[src/rtl/uart_pkg.sv]
// Shared UART definitions: frame constants common to the transmitter and the existing receiver,
// plus the transmitter state encoding.
package uart_pkg;

  localparam int unsigned DATA_BITS    = 8;
  localparam int unsigned CLKS_PER_BIT = 16;

  typedef enum logic [1:0] {
    IDLE  = 2'd0,
    START = 2'd1,
    DATA  = 2'd2,
    STOP  = 2'd3
  } tx_state_e;

endpackage

[src/rtl/uart_tx_fifo.sv]
// Transmit byte buffer: first-word-fall-through FIFO with an explicit occupancy counter.
// Pushes while full and pops while empty are ignored.
module uart_tx_fifo #(
  parameter int unsigned Depth = 4,
  parameter int unsigned Width = 8
) (
  input  logic             clk,
  input  logic             reset,
  input  logic             push,
  input  logic [Width-1:0] din,
  input  logic             pop,
  output logic [Width-1:0] dout,
  output logic             full,
  output logic             empty
);

  localparam int unsigned PtrW = (Depth > 1) ? $clog2(Depth) : 1;
  localparam int unsigned CntW = PtrW + 1;
  localparam logic [CntW-1:0] CntFull = CntW'(Depth);

  logic [Width-1:0] mem_q [Depth];
  logic [Width-1:0] mem_d [Depth];
  logic [PtrW-1:0]  wr_ptr_q, wr_ptr_d;
  logic [PtrW-1:0]  rd_ptr_q, rd_ptr_d;
  logic [CntW-1:0]  count_q, count_d;
  logic             do_push, do_pop;

  assign full    = (count_q == CntFull);
  assign empty   = (count_q == '0);
  assign dout    = mem_q[rd_ptr_q];
  assign do_push = push & ~full;
  assign do_pop  = pop & ~empty;

  // Pointers wrap naturally because Depth is a power of two.
  always_comb begin
    mem_d    = mem_q;
    wr_ptr_d = wr_ptr_q;
    rd_ptr_d = rd_ptr_q;
    count_d  = count_q;
    if (do_push) begin
      mem_d[wr_ptr_q] = din;
      wr_ptr_d        = wr_ptr_q + 1'b1;
    end
    if (do_pop) begin
      rd_ptr_d = rd_ptr_q + 1'b1;
    end
    unique case ({do_push, do_pop})
      2'b10:   count_d = count_q + 1'b1;
      2'b01:   count_d = count_q - 1'b1;
      default: count_d = count_q;
    endcase
  end

  always_ff @(posedge clk) begin
    if (reset) begin
      for (int i = 0; i < int'(Depth); i++) begin
        mem_q[i] <= '0;
      end
      wr_ptr_q <= '0;
      rd_ptr_q <= '0;
      count_q  <= '0;
    end else begin
      mem_q    <= mem_d;
      wr_ptr_q <= wr_ptr_d;
      rd_ptr_q <= rd_ptr_d;
      count_q  <= count_d;
    end
  end

endmodule

[src/rtl/uart_tx.sv]
// UART transmitter: buffered 8N1 framing. The line output is registered from the current state,
// so tx trails the FSM by one cycle while every bit is still held CLKS_PER_BIT cycles.
module uart_tx #(
  parameter int unsigned CLKS_PER_BIT = uart_pkg::CLKS_PER_BIT,
  parameter int unsigned FIFO_DEPTH   = 4
) (
  input  logic       clk,
  input  logic       reset,
  input  logic [7:0] data,
  input  logic       send,
  output logic       ready,
  output logic       tx,
  output logic       busy
);

  import uart_pkg::*;

  localparam int unsigned CntW = (CLKS_PER_BIT > 1) ? $clog2(CLKS_PER_BIT) : 1;
  localparam logic [CntW-1:0] CntMax = CntW'(CLKS_PER_BIT - 1);
  localparam logic [2:0] IdxLast = 3'(DATA_BITS - 1);

  tx_state_e       state_q, state_d;
  logic [CntW-1:0] cnt_q, cnt_d;
  logic [2:0]      idx_q, idx_d;
  logic [7:0]      shift_q, shift_d;
  logic            tx_q, tx_d;

  logic       fifo_push, fifo_pop;
  logic       fifo_full, fifo_empty;
  logic [7:0] fifo_dout;
  logic       cnt_wrap;

  assign ready     = ~fifo_full;
  assign fifo_push = send & ready;
  assign cnt_wrap  = (cnt_q == CntMax);
  assign busy      = (state_q != IDLE) | ~fifo_empty;
  assign tx        = tx_q;

  uart_tx_fifo #(
    .Depth(FIFO_DEPTH),
    .Width(DATA_BITS)
  ) u_fifo (
    .clk  (clk),
    .reset(reset),
    .push (fifo_push),
    .din  (data),
    .pop  (fifo_pop),
    .dout (fifo_dout),
    .full (fifo_full),
    .empty(fifo_empty)
  );

  always_comb begin
    state_d  = state_q;
    cnt_d    = cnt_q;
    idx_d    = idx_q;
    shift_d  = shift_q;
    fifo_pop = 1'b0;
    if (state_q != IDLE) begin
      cnt_d = cnt_wrap ? '0 : cnt_q + 1'b1;
    end
    unique case (state_q)
      IDLE: begin
        if (!fifo_empty) begin
          fifo_pop = 1'b1;
          shift_d  = fifo_dout;
          state_d  = START;
        end
      end
      START: begin
        if (cnt_wrap) begin
          idx_d   = '0;
          state_d = DATA;
        end
      end
      DATA: begin
        if (cnt_wrap) begin
          shift_d = {1'b0, shift_q[7:1]};
          idx_d   = idx_q + 1'b1;
          if (idx_q == IdxLast) begin
            state_d = STOP;
          end
        end
      end
      STOP: begin
        // Chain straight into the next frame when a byte is waiting.
        if (cnt_wrap) begin
          if (!fifo_empty) begin
            fifo_pop = 1'b1;
            shift_d  = fifo_dout;
            state_d  = START;
          end else begin
            state_d = IDLE;
          end
        end
      end
      default: state_d = IDLE;
    endcase
  end

  always_comb begin
    tx_d = 1'b1;
    case (state_q)
      START:   tx_d = 1'b0;
      DATA:    tx_d = shift_q[0];
      default: tx_d = 1'b1;
    endcase
  end

  always_ff @(posedge clk) begin
    if (reset) begin
      state_q <= IDLE;
      cnt_q   <= '0;
      idx_q   <= '0;
      shift_q <= '0;
      tx_q    <= 1'b1;
    end else begin
      state_q <= state_d;
      cnt_q   <= cnt_d;
      idx_q   <= idx_d;
      shift_q <= shift_d;
      tx_q    <= tx_d;
    end
  end

endmodule

[config.mk]
export PLATFORM = sky130hd
export DESIGN_NAME = uart_tx
export DESIGN_NICKNAME = d
export VERILOG_FILES = /design/src/rtl/uart_pkg.sv /design/src/rtl/uart_tx_fifo.sv /design/src/rtl/uart_tx.sv
export SDC_FILE = /design/constraint.sdc
export NUM_CORES = 1
export LEC_CHECK = 0
export BUFFER_PORTS_ARGS = -buffer_cell sky130_fd_sc_hd__buf_2
export CORE_MARGIN = 2
export CORE_UTILIZATION = 55
export CTS_CLUSTER_SIZE = 16
export DETAILED_ROUTE_END_ITERATION = 12
export GPL_TIMING_DRIVEN = 1
export PLACE_DENSITY_LB_ADDON = 0.08
export SETUP_SLACK_MARGIN = 0.4
export SLEW_MARGIN = 20
export SYNTH_ARGS = -nofsm -noshare
export SYNTH_HDL_FRONTEND = slang
export SYNTH_SLANG_ARGS = --single-unit
export TNS_END_PERCENT = 100
[constraint.sdc]
create_clock -name clk -period 2.9 [get_ports clk]
set_input_delay 0.58 -clock clk [delete_from_list [all_inputs] [get_ports clk]]
set_output_delay 0.58 -clock clk [all_outputs]
set_load 0.02 [all_outputs]
After elaboration in Yosys (flattened, before gate mapping)
Cells that the tools add are included.
- logic and storage cells: 78
- bits in registers: 57
- output and inout port bits: 3
- input port bits: 11
- reductions and logical operators: 10
- equal/unequal tests: 13
- bitwise operators: 8
- mux-type cells: 26
- add/subtract/negate cells: 6
- order comparisons: 3
- operator list (cell ; count):
    $mux W8 ; 6
    $bwmux W32 ; 1
    $pmux W8 S3 ; 1
    $bmux W8 S2 ; 1
    $demux W8 S2 ; 1
    $pmux W3 S2 ; 2
    $mux W2 ; 5
    $ne A2 B2 Y1 const B ; 5
    $pmux W2 S4 ; 1
    $add A3 B1 Y3 const B ; 2
    $eq A2 B2 Y1 const B ; 3
    $eq A3 B3 Y1 const B ; 2
    $ge A3 B3 Y1 const B ; 2
    $mux W3 ; 2
    $not A2 Y3 ; 2
    $reduce_and A3 Y1 ; 2
    $reduce_bool A2 Y1 ; 3
    $reduce_and A5 Y1 ; 1
    $add A2 B1 Y2 const B ; 2
    $add A4 B1 Y4 const B ; 1
    $eq A2 B1 Y1 const B ; 2
    $eq A4 B4 Y1 const B ; 1
    $mux W4 ; 1
    $pmux W1 S2 ; 2
    other kinds (10) ; 15

Logic depth before layout (Yosys ltp)
- word-level depth: 7
- gate-level depth with buffers: 11

By module
From an unflattened synthesis, not the netlist that was laid out.
- cell total of the unflattened synthesis: 287
- area, all modules: 2965.3 µm²
- modules (own cells, without submodules) (module ; times used ; seq. area each (µm²) ; area each (µm²) ; cells each):
    uart_tx_fifo ; 1 ; 780.7 ; 1903.1 ; 173
    uart_tx ; 1 ; 360.3 ; 1062.3 ; 114

Worst setup path after synthesis
OpenSTA, ideal clock, no wires.
- path type: register to register
- start point: register state_q[0]
- end point: register u_fifo.count_q[2]
- setup slack: 0.545 ns
- data arrival time: 2.284 ns
- path buffers: 1
- clock period less this slack: 2.355 ns
- stages on the path, launching flop included: 12
- path through: dfxtp_1 -> inv_1 -> ha_1 -> buf_2 -> a41oi_1 -> nor3_1 -> ha_1 -> inv_1 -> fa_1 -> xor2_1 -> or3_1 -> a21oi_1
- longest elaborated chain between the ends: 5
- elaborated cells between the ends (all ways): 8
- those cells by class: eq/ne: 3; mux: 2; bitwise: 1; reduce/logical: 2
- ends and longest elaborated chain (item ; RTL line ; RTL):
    start: declaration ; uart_tx.sv:22 ; tx_state_e state_q, state_d;
    start signal: assignment ; uart_tx.sv:118 ; state_q <= state_d;
    $eq A2 B2 Y1 / $logic_not A2 Y1 (equally long branches) ; uart_tx.sv:62 ; unique case (state_q)
    $pmux W1 S2 (*) ; uart_tx.sv:62 ;
    $and A1 B1 Y1 (*) ; uart_tx_fifo.sv:32 ; assign do_pop = pop & ~empty;
    net u_fifo.do_pop ; uart_tx_fifo.sv:26 ; logic do_push, do_pop;
    $eq A2 B1 Y1 / $eq A2 B2 Y1 (equally long branches) ; uart_tx_fifo.sv:47 ; unique case ({do_push, do_pop})
    $pmux W3 S2 / $reduce_bool A2 Y1 (equally long branches) ; n/a ;
    end signal: assignment ; uart_tx_fifo.sv:66 ; count_q <= count_d;
    end: declaration ; uart_tx_fifo.sv:25 ; logic [CntW-1:0] count_q, count_d;
Mark *: on every way through the listed nets, which the timed path passes. The rest lies on a longest branch.
A chain may end at the register's enable or synchronous reset.

Final worst setup path
Same ends and word-level chain as after synthesis.

==> qor.yml <==
outcome:
  status: "finished clean"
synth:
  netlist_area_um2: 2720
  synth.avg_cell_area_um2: 9.83
  ys_types: 40
  ys_async_sr_fraction_pct: 0
  ys_warn_count: 0
  synthCells: 277
  synth_fp_nets: 302
  ys_dominant_reg_cell: "dfxtp_1"
  synth_edf_count: 0
  synth-seq-cells: 57
  ys_seq_area_share_pct: 41.9
timing:
  fin_crit_sh_pct: 81.6
  min_period_ps: 2370
  rsz0062_at_grt: "false"
  finalHoldViolations: 0
  fmax_mhz: 422
  tightest_slew_ps: 665
  clock_skew_ps: 8.49
  relSlewSlack_pct: 55.7
  drv_slew: 0
  tns_ps: 0
  report.final.setup_viol: 0
detailed_routing:
  drc: 0
  drt-pass1-iter-count: 4
  drt-vias-per-instance: 5.27
  ant_nets: 0
  drtIter0Drc: 66
  wl_per_cell_um: 13.8
  vias: 1907
  routed_wl_um: 5010
pwr:
  p_leak_nw: 1.31
  power_density_nw_per_um2: 1000
  p_int_w: 0.00198
  vdd_drop_max_v: 0.000550
  pwr-share-clk_pct: 26.4
  p_total_w: 0.00310
  p_sw_w: 0.00111
  p_seq_share_pct: 33.1
  p_comb_share_pct: 40.5
  switching_share_pct: 35.9
cts:
  ctsRootBufferMaster: "clkbuf_8"
  insertion_delay_ps: 340
  cts_tree: "done"
  cts_num_sinks: 57
  holdBufCountCts: 0
  clk_pin_slew_worst_paths_ps: 60
  clockBufferDepth: 2
  cts_htree_levels: 3
  numCtsBuffers: 9
layout:
  diodes: 0
  final_common_cell: "dfxtp_1"
  final_cell_area_um2: 3080
  layout-drive-gt1-share_pct: 17.3
  nets: 315
  final_core_util_pct: 64.8
  area_delta_synth_final_pct: 13.2
  final_cell_mix: "dfxtp_1, nor2_1, mux2i_1"
floorplan:
  fp.dieH_um: 74.4
  dieArea_um2: 5530
  initial_core_util_pct: 57.3
  num_io_pins: 14
  num_rows: 25
  core_area_um2: 4750
  die-width_um: 74.4
worst_setup_path:
  r2r_end: "u_fifo.count_q[2]"
  path_max_fanout: 4
  crit_path_start_kind: "register"
  timing.rr.start: "state_q[0]"
  ff2ff_path_depth: 9
  ff2ff_setup_slack_ps: 530
  worstPathArrival_ps: 2630
  crit_type: "reg2reg"
  crit_path_end_kind: "register"
  required_ps: 3170
place:
  dpl-instance-area_um2: 2820
  place_congestion: 0.761
  dp_hpwl_um: 3350
  port_buffers: 13
min_path:
  worstHoldStart: "idx_q[0]"
  whs_endpoint: "idx_q[0]"
  holdCritPathClass: "reg2reg"
  hold_depth: 2
grt:
  track_usage_pct: 19.9
  overflow: 0
  grt_pass1_vias: 1725
  antenna_found_initial: 0
  grt_start_max_net_pins: 33
  grt_pass1_wl_um: 8160
job:
  cap_violations: 0
[layout make-up]
type                    instances  area, um^2
repair buffers                 18         103
fillers                       406        1670
clock buffers                  11         141
multi-input cells             196        1500
clock inverters                 5        78.8
inverters                       8        30.0
well taps                      67        83.8
flip-flops and latches         57        1140
[metal layers]
metal,vias up,share of wire (%),global-route usage [%]
met5,-,0,0
met4,0,2.1,11.3
met3,11,2.6,4.47
met2,25,45,29.0
met1,874,51,27.0
li1,997,-,-
[sequential cells by signal, summed over array words and instances (netlist names)]
register,cells
cnt_q,4
u_fifo.wr_ptr_q,2
u_fifo.mem_q,32
state_q,2
u_fifo.rd_ptr_q,2
u_fifo.count_q,3
idx_q,3
tx,1
shift_q,8
[repair_timing]
item / in CTS / in global routing
setup endpoints to repair: 1 / 1
pin swaps: 0 / 1
buffers inserted: 0 / 1
gates resized for setup: 2 / 8
[stage by stage]
stage / worst slack (ps) / cells / hold WS (ps)
detailed placement: 277 / 345 / 468
CTS: 432 / 361 / 483
floorplan: 545 / 277 / 439
finish: 533 / 362 / 482
global placement: 414 / 345 / 461
global route: 387 / 362 / 494
[worst max-delay path, stage by stage (launching register included)]
cell	delay, ps
dfxtp_1	380
ha_2	230
a41oi_1	160
nor3_2	260
ha_2	220
inv_1	50
fa_1	370
xor2_1	160
or3_1	320
a21oi_1	140
[cell usage after synthesis, drive strengths merged, types with 2 or more instances]
| cell | instances | area share, % |
|---|---|---|
| dfxtp | 57 | 42 |
| nor2 | 54 | 7.4 |
| mux2i | 50 | 18 |
| ha | 13 | 6.0 |
| nor3 | 11 | 2.2 |
| buf | 10 | 2.3 |
| a211oi | 8 | 2.2 |
| a21oi | 8 | 1.5 |
| inv | 8 | 1.1 |
| o22ai | 8 | 1.8 |
| clkbuf | 6 | 0.83 |
| nand2 | 6 | 0.83 |
| nand3 | 5 | 2.8 |
| o21ai | 4 | 0.73 |
| or3 | 4 | 1.3 |
| xnor2 | 4 | 1.3 |
| a32oi | 3 | 1.2 |
| nand2b | 2 | 0.46 |
| nand3b | 2 | 0.55 |
| xor2 | 2 | 0.64 |
[power groups by stage]
stage	clock [W]	sequential, W	combinational, W
after floorplan	0	0.00101	0.000996
after global placement	0	0.00103	0.00116
after detailed placement	0	0.00103	0.00119
after CTS	0.000830	0.00102	0.00121
after global routing	0.000866	0.00104	0.00141
final	0.000816	0.00103	0.00125
[worst max-delay path by stage]
stage | start | end | slack [ps] | cells past startpoint
3_5_place_dp | state_q[0] | u_fifo.count_q[2] | 280 | 10
5_1_grt | state_q[0] | u_fifo.count_q[2] | 390 | 9
4_1_cts | state_q[0] | u_fifo.count_q[2] | 430 | 10
2_1_floorplan | state_q[0] | u_fifo.count_q[2] | 550 | 11
6_report | state_q[0] | u_fifo.count_q[2] | 530 | 9
3_3_place_gp | state_q[0] | u_fifo.count_q[2] | 410 | 10
[cells by family after synthesis]
kind of cell | count (synthesis) | share of synthesized area (%)
adder cells (fa/ha/maj) | 14 | 6.71
buffers and inverters | 24 | 4.23
flip-flops | 57 | 41.9
AND/OR/NAND/NOR | 91 | 17.4
XOR/XNOR | 6 | 1.93
AO/OA/AOI/OAI | 35 | 9.46
multiplexers | 50 | 18.4
(Power assumes the default switching activity.)
